==> config.mk <==
export PLATFORM = sky130hd
export DESIGN_NAME = uart_cmd_parser
export DESIGN_NICKNAME = d
export VERILOG_FILES = /design/src/rtl/uart_cmd_parser.sv
export SDC_FILE = /design/constraint.sdc
export NUM_CORES = 1
export LEC_CHECK = 0
export ABC_CLOCK_PERIOD_IN_PS = 9650
export BUFFER_PORTS_ARGS = -buffer_cell sky130_fd_sc_hd__clkbuf_2
export CORE_AREA = 5 5 93 95
export DETAILED_ROUTE_END_ITERATION = 8
export DIE_AREA = 0 0 98 100
export PLACE_DENSITY = 0.58
export RECOVER_POWER = 100
export SLEW_MARGIN = 20
export SYNTH_ARGS = -nofsm -noshare
export SYNTH_HDL_FRONTEND = slang
export SYNTH_SLANG_ARGS = --single-unit
==> constraint.sdc <==
create_clock -name clkOut -period 9.65 [get_ports clkOut]
set_clock_uncertainty 0.2 [all_clocks]
set_input_delay 1.4475 -clock clkOut [delete_from_list [all_inputs] [get_ports clkOut]]
set_output_delay 1.4475 -clock clkOut [all_outputs]
set_load 0.01 [all_outputs]
==> src/rtl/uart_cmd_parser.sv <==
// Purpose : decodes 4-byte host frames (HDR, CMD, ARG, CSUM) from the UART
//           receive stream and drives the trace front-end configuration.
// Latency : CSUM strobe in cycle N -> width/traceEn/rspValid updated in N+2.
// Backpres: one response held in rspValid/rspByte until rspTaken; bytes
//           arriving meanwhile are dropped, so the receiver is never stalled.
//
// Ports
//   clkOut      in   system clock (48 MHz)
//   rst         in   synchronous, active-high reset
//   received    in   one-cycle strobe, rx_byte valid
//   rx_byte     in   [7:0] received byte
//   recv_error  in   one-cycle strobe, framing error on current byte
//   width       out  [2:0] trace bus width (1, 2 or 4)
//   traceEn     out  trace capture enable
//   errCnt      out  [7:0] saturating count of rejected frames
//   rspValid    out  response byte available
//   rspByte     out  [7:0] 8'h06 ACK / 8'h15 NAK
//   rspTaken    in   consumer accepts rspByte this cycle

module uart_cmd_parser #(
  parameter int          DEFAULT_WIDTH = 4,
  parameter int          TIMEOUT       = 48000,
  parameter logic [7:0]  HDR           = 8'hA5
) (
  input  logic       clkOut,
  input  logic       rst,
  input  logic       received,
  input  logic [7:0] rx_byte,
  input  logic       recv_error,
  output logic [2:0] width,
  output logic       traceEn,
  output logic [7:0] errCnt,
  output logic       rspValid,
  output logic [7:0] rspByte,
  input  logic       rspTaken
);

  // Inter-byte timeout counter sizing; TIMEOUT-1 is the last count value
  // before the frame is abandoned.
  localparam int            TW      = (TIMEOUT > 2) ? $clog2(TIMEOUT) : 1;
  localparam logic [TW-1:0] TO_LAST = TW'(TIMEOUT - 1);

  localparam logic [7:0] ACK        = 8'h06;
  localparam logic [7:0] NAK        = 8'h15;
  localparam logic [7:0] CMD_WIDTH  = 8'h01;
  localparam logic [7:0] CMD_ENABLE = 8'h02;
  localparam logic [7:0] CMD_PING   = 8'h03;

  localparam logic [2:0] S_IDLE = 3'd0;
  localparam logic [2:0] S_CMD  = 3'd1;
  localparam logic [2:0] S_ARG  = 3'd2;
  localparam logic [2:0] S_CSUM = 3'd3;
  localparam logic [2:0] S_EXEC = 3'd4;
  localparam logic [2:0] S_RESP = 3'd5;

  logic [2:0]    state;
  logic [TW-1:0] toCnt;
  logic [7:0]    cmdReg;
  logic [7:0]    argReg;
  logic [7:0]    csumReg;

  // A byte only counts when no framing error accompanies it.
  logic byteOk;
  assign byteOk = received && !recv_error;

  logic inFrame;
  assign inFrame = (state == S_CMD) || (state == S_ARG) || (state == S_CSUM);

  // Timeout fires only on an idle cycle: a byte arriving on the last count
  // still resets the counter and keeps the frame alive.
  logic timeoutHit;
  assign timeoutHit = inFrame && !received && !recv_error && (toCnt == TO_LAST);

  logic frameAbort;
  assign frameAbort = (inFrame && recv_error) || timeoutHit;

  // ---------------------------------------------------------------------
  // Command decode, evaluated while in EXEC from the latched frame bytes.
  // ---------------------------------------------------------------------
  logic [7:0] frameSum;
  assign frameSum = HDR + cmdReg + argReg + csumReg;

  logic sumOk;
  assign sumOk = (frameSum == 8'h00);

  logic execAck;
  logic execSetWidth;
  logic execSetEn;

  always_comb begin
    execAck      = 1'b0;
    execSetWidth = 1'b0;
    execSetEn    = 1'b0;
    if (sumOk) begin
      case (cmdReg)
        CMD_WIDTH: begin
          if ((argReg == 8'd1) || (argReg == 8'd2) || (argReg == 8'd4)) begin
            execAck      = 1'b1;
            execSetWidth = 1'b1;
          end
        end
        CMD_ENABLE: begin
          execAck   = 1'b1;
          execSetEn = 1'b1;
        end
        CMD_PING: begin
          execAck = 1'b1;
        end
        default: begin
          execAck = 1'b0;
        end
      endcase
    end
  end

  // Rejected frames: NAK from EXEC, framing error or timeout mid-frame.
  logic errInc;
  assign errInc = frameAbort || ((state == S_EXEC) && !execAck);

  // ---------------------------------------------------------------------
  // Frame FSM, byte latches and inter-byte timeout.
  // ---------------------------------------------------------------------
  always_ff @(posedge clkOut) begin
    if (rst) begin
      state   <= S_IDLE;
      toCnt   <= '0;
      cmdReg  <= '0;
      argReg  <= '0;
      csumReg <= '0;
    end else begin
      case (state)
        S_IDLE: begin
          toCnt <= '0;
          if (byteOk && (rx_byte == HDR)) begin
            state <= S_CMD;
          end
        end
        S_CMD, S_ARG, S_CSUM: begin
          if (frameAbort) begin
            state <= S_IDLE;
            toCnt <= '0;
          end else if (received) begin
            toCnt <= '0;
            if (state == S_CMD) begin
              cmdReg <= rx_byte;
              state  <= S_ARG;
            end else if (state == S_ARG) begin
              argReg <= rx_byte;
              state  <= S_CSUM;
            end else begin
              csumReg <= rx_byte;
              state   <= S_EXEC;
            end
          end else begin
            toCnt <= toCnt + TW'(1);
          end
        end
        S_EXEC: begin
          state <= S_RESP;
        end
        S_RESP: begin
          // Incoming bytes are dropped here, HDR included.
          if (rspTaken) begin
            state <= S_IDLE;
          end
        end
        default: begin
          state <= S_IDLE;
          toCnt <= '0;
        end
      endcase
    end
  end

  // ---------------------------------------------------------------------
  // Configuration, response and error counter.
  // ---------------------------------------------------------------------
  always_ff @(posedge clkOut) begin
    if (rst) begin
      width    <= 3'(DEFAULT_WIDTH);
      traceEn  <= 1'b1;
      errCnt   <= 8'd0;
      rspValid <= 1'b0;
      rspByte  <= 8'd0;
    end else begin
      if (state == S_EXEC) begin
        rspValid <= 1'b1;
        rspByte  <= execAck ? ACK : NAK;
        if (execSetWidth) begin
          width <= argReg[2:0];
        end
        if (execSetEn) begin
          traceEn <= argReg[0];
        end
      end else if ((state == S_RESP) && rspTaken) begin
        // rspByte keeps its last value; only the valid flag drops.
        rspValid <= 1'b0;
      end

      if (errInc && (errCnt != 8'hFF)) begin
        errCnt <= errCnt + 8'd1;
      end
    end
  end

endmodule

# After elaboration in Yosys (flattened, before gate mapping)
# Index checks and enable logic that the tools add are counted.
# word_totals
reg_bits,64
in_bits,13
out_inout_bits,21
wordCells,85
# classes
addsub,5
eq_ne,17
muxes,20
n_bitwise,3
n_reduce_logical,30
# op_table
op,count
$mux W16,2
$pmux W16 S2,1
$eq A8 B2 Y1 const B,3
$mux W3,6
$add A16 B1 Y16 const B,1
$add A8 B8 Y8,2
$eq A16 B16 Y1 const B,1
$eq A8 B1 Y1 const B,2
$pmux W3 S4,1
$reduce_and A5 Y1,2
$logic_and A1 B1 Y1,9
$add A8 B1 Y8 const B,1
$add A8 B8 Y8 const A,1
$eq A8 B3 Y1 const B,1
$eq A8 B8 Y1 const B,1
$logic_not A8 Y1,1
$mux W1,8
$ne A8 B8 Y1 const B,1
$eq A3 B2 Y1 const B,2
$eq A3 B3 Y1 const B,2
$logic_or A1 B1 Y1,6
$mux W5,1
$ne A2 B2 Y1 const B,2
$reduce_and A2 Y1,2
11 further kinds,16

# Longest topological paths before layout
# depth
word_depth,10
depth_mapped,15
ltp_nobuf,14

# Worst setup path before layout
# No wires, ideal clock.
# synth_path
kind,register to register
start,register argReg[1]
end,register errCnt[5]
setup_ns,0.123
t_arrival_ns,3.519
required_ns,9.327
slack_ns,5.808
path_stages_with_launch,16
path_buffers,1
synth_period_minus_slack_ns,3.842
path_cell_list,dfxtp_1 -> inv_1 -> fa_1 -> inv_1 -> ha_1 -> ha_1 -> inv_1 -> fa_1 -> nand2b_1 -> a21oi_2 -> mux2i_1 -> a31oi_1 -> a31o_2 -> buf_4 -> a2111oi_4 -> mux2_1
# synth_between
elab_chain_cells,10
word_cells_on_any_way,15
cone_classes,add/sub (2); eq/ne (3); mux (3); reduce/logical (7)
# synth_lines
item,line,text
"start, declared",59,logic [7:0] argReg;
"start signal, assigned",148,argReg <= rx_byte;
branches (longest 5 deep; another with $add A8 B8 Y8),--,
$mux W1 (*),94,if (sumOk) begin
$logic_not A1 Y1 (*),118,assign errInc = frameAbort || ((state == S_EXEC) && !execAck);
$logic_and A1 B1 Y1 (*),118,
$logic_or A1 B1 Y1 (*),118,
$logic_and A1 B1 Y1 (*),200,if (errInc && (errCnt != 8'hFF)) begin
"end signal, assigned",201,errCnt <= errCnt + 8'd1;
"end, declared",32,"output logic [7:0] errCnt,"
# Mark *: on every way between the ends.
# A chain may end at the register's enable or synchronous reset.

# Worst setup path after layout
# Ends and elaborated chain as after synthesis.

==> impl_metrics.ini <==
[critical_path]
r2r_end = errCnt[5]
critPathBufInv = 3
cp.arrival_ns = 4.30
reg2reg_slack_ns = 5.38
start_kind = flip-flop
endpoint_kind = flip-flop
path_cells = inv_1 -> fa_1 -> inv_1 -> ha_1 -> ha_1 -> inv_1 -> fa_1 -> nand2b_1 -> a21oi_1 -> mux2i_1 -> a31oi_1 -> a31o_1 -> a2111oi_0 -> mux2_1
cp.depth = 14
criticalPathCategory = flip-flop to flip-flop
crit_path_end = errCnt[5]
cp_top_family = adder cells
critPathLaunch = argReg[1]
crit_path_frequent_cell = inv_1
crit_fanout = 8
slowest_stage = fa_1
r2r-start = argReg[1]
crit_required_ns = 9.68
critPathMaxStageDelay_ns = 0.50
r2r_cells = 14

[synth]
postSynthCellCount = 382
yosysSeqAreaShare_pct = 35.4
netlist_area_mm2 = 0.00334
async_flop_share_pct = 0
ys.flop_type = dfxtp_1
synth_edf_count = 0
syn_area_per_cell_um2 = 8.75
ys_ff_latch = 59
synth_warnings = 0
yosysUniqueCellTypes = 50

[placed_design]
dp_hpwl_um = 5200
gp_congestion = 0.815
port_buffers = 29

[power_and_ir_drop]
internal-power_uw = 395
p_comb_share_pct = 9.5
pwr-share-seq_pct = 48.1
switchingPower_uw = 138
power_frac_clock_pct = 42.5
irDropWorstVdd_uv = 73.6
swShare_pct = 25.9
p_leak_uw = 0.00149
power_density_mw_per_mm2 = 146

[clocking]
path_clk_slew_ns = 0.07
cts_max_level = 3
cts-resized-gates = 0
cts_tree = built
clk_latency_ns = 0.34
ctsRootBufferMaster = clkbuf_8
clock_sinks = 59
post_cts_buffers = 0
cts_made_buffers = 9
cts_buffer_depth = 2
cts-hold-fix-buffers = 0

[global_routing]
grt_max_degree = 48
grt_usage_pct = 15.4
antenna_found_initial = 0
grt_overflow = 0
grt_first_pass_wirelength_um = 12200
grt_pass1_vias = 2509

[cells_and_area]
fill_cells = 785
antenna_cells = 0
area_growth_pct = 9.29
register_area_mm2 = 0.00118
fin_nets = 444
drive_gt1_share_pct = 7.99
multi_input_area_mm2 = 0.00188
final_core_util_pct = 47.7

[floorplan]
die_y_um = 100
coreArea_mm2 = 0.00765
die_area_mm2 = 0.00980
dieWidth_um = 98
num_io_pins = 34
start_util_pct = 43.7
num_rows = 32

[routing]
vias = 2568
drtAntennaViolNets = 0
wire_per_inst_um = 13.8
remaining_drc_errors = 0
first_iter_violations = 80
drtPass1Iterations = 4
viasPerCell = 4.99
routed_wl_um = 7090

[sta]
setup_tns_ns = 0
setup_viol = 0
final_hold_viol_count = 0
min_period_ns = 4.27
rsz0062_at_grt = no
drv_slew = 66
final.period_utilization_pct = 44.3
slew-limit-headroom_pct = -38.4
tightest_slew_ns = 2.08
fmax_ghz = 0.234

[worst_hold_path]
hp-start = rspByte[1]
hold_path_class = flip-flop to flip-flop

[outcome]
violations = capacitance limit, slew limit
outcome = finished with violations

[run]
max_cap_violations = 3
worst min path at each step:
| stage | endpoint | slack, ns | depth (start not counted) |
|---|---|---|---|
| 4_1_cts | rspByte[1] | 0.26 | 2 |
| 5_1_grt | rspByte[1] | 0.30 | 2 |
| 3_3_place_gp | rspByte[1] | 0.25 | 2 |
| 6_report | rspByte[1] | 0.25 | 2 |
| 2_1_floorplan | csumReg[1] | 0.26 | 2 |
| 3_5_place_dp | rspByte[1] | 0.25 | 2 |
cells in the final DEF, fill, tap and decap left out, types with 2 or more instances in the layout:
cell type   synthesis  layout
a2111oi_0           1       2
a211oi_1            4       4
a21oi_1            11      12
a31oi_1             3       3
and2_1              2       2
and3_1              7       7
and4b_1             3       3
clkbuf_1            8      21
clkbuf_2            0      10
clkbuf_8            0      10
clkinvlp_4          0       2
conb_1              1       4
dfxtp_1            59      59
fa_1                7       7
ha_1               16      16
inv_1              40      40
mux2_2              4       4
mux2i_1            30      30
nand2_1            21      21
nand2b_1            5       5
nand3_1             8       8
nand4_1             9       9
nand4b_1            2       2
nor2_1             66      66
nor2b_1             7       7
nor3_1              4       6
nor4bb_1            2       2
o2111ai_1           2       2
o21ai_0             4       4
or2_2               2       2
or3_1               3       3
xnor2_1             8       8
xor2_1             15      15
flip-flops by register name (all words and copies together) (netlist names):
name	count
rspValid	1
csumReg	8
width	3
errCnt	8
traceEn	1
rspByte	3
cmdReg	8
toCnt	16
argReg	8
state	3
worst min-delay path, cell delays in order, from the launching register on:
cell     delay, ns
dfxtp_1       0.31
nand2_1       0.05
a21oi_1       0.05
area by class of cell:
type	instances	share of cell area (%)
sequential	59	32.4
multi-input combinational	269	51.4
tap	102	3.50
clock inverter	4	1.37
clock buffer	12	3.98
inverter	40	4.11
timing repair buffer	29	3.32
per-stage QoR:
step / instance area [um2] / worst slack [ns] / total power (uW) / hold WS [ns] / std cells
final: 3650 / 5.38 / 533 / 0.254 / 515
after CTS: 3730 / 5.64 / 543 / 0.258 / 515
after global placement: 3530 / 5.74 / 313 / 0.245 / 499
after global routing: 3650 / 5.03 / 560 / 0.300 / 515
after floorplan: 3350 / 5.81 / 301 / 0.260 / 385
after detailed placement: 3530 / 5.65 / 314 / 0.248 / 499
synth_stat cells (2+ instances only):
cell type   n  share of area [%]
nor2b_1     7                1.3
nor2_1     66                7.4
mux2i_1    30                9.0
or2_2       2               0.37
a31oi_1     3               0.56
nor4bb_1    2               0.60
or3_1       3               0.56
o21ai_0     4               0.60
dfxtp_1    59                 35
mux2_2      4                1.3
and2_1      2               0.37
inv_1      40                4.5
fa_1        7                4.2
a31o_2      2               0.52
buf_1       2               0.22
clkbuf_1    8               0.90
nand2_1    21                2.4
nand4b_1    2               0.52
and4b_1     3               0.90
a211oi_1    4               0.90
nor3_4      2               0.97
a21oi_1    11                1.6
nand2b_1    5               0.94
nand4_1     9                1.7
nor3_1      4               0.60
o2111ai_1   2               0.52
xor2_1     15                3.9
buf_4       6                1.3
nand3_1     8                1.2
xnor2_1     8                2.1
and3_1      7                1.3
ha_1       16                6.0
cells by family after synthesis:
family          count (synthesis)  synth area share, %
fa+ha+maj                      23                 10.2
mux                            35                 10.7
flops                          59                 35.4
xor+xnor                       23                 6.03
compound gates                 36                 7.83
buf+inv                        57                 7.30
other cells                     1                0.112
simple gates                  148                 22.5
layer usage:
layer | global-route usage (%) | vias to the layer above | wire length [um]
met5 | 0 | - | 0
met1 | 20.9 | 1192 | 3600
met2 | 23.4 | 42 | 3110
met4 | 5.75 | 0 | 104
met3 | 4.03 | 10 | 269
li1 | - | 1324 | -
power by group through the flow:
stage | sequential [uW] | combinational [uW] | clock, uW
2_1_floorplan | 258 | 43.2 | 0
3_3_place_gp | 261 | 51.8 | 0
3_5_place_dp | 262 | 52.3 | 0
4_1_cts | 256 | 52.9 | 234
5_1_grt | 257 | 57.3 | 246
6_report | 256 | 50.5 | 226
Power figures use the tool's default switching activity.
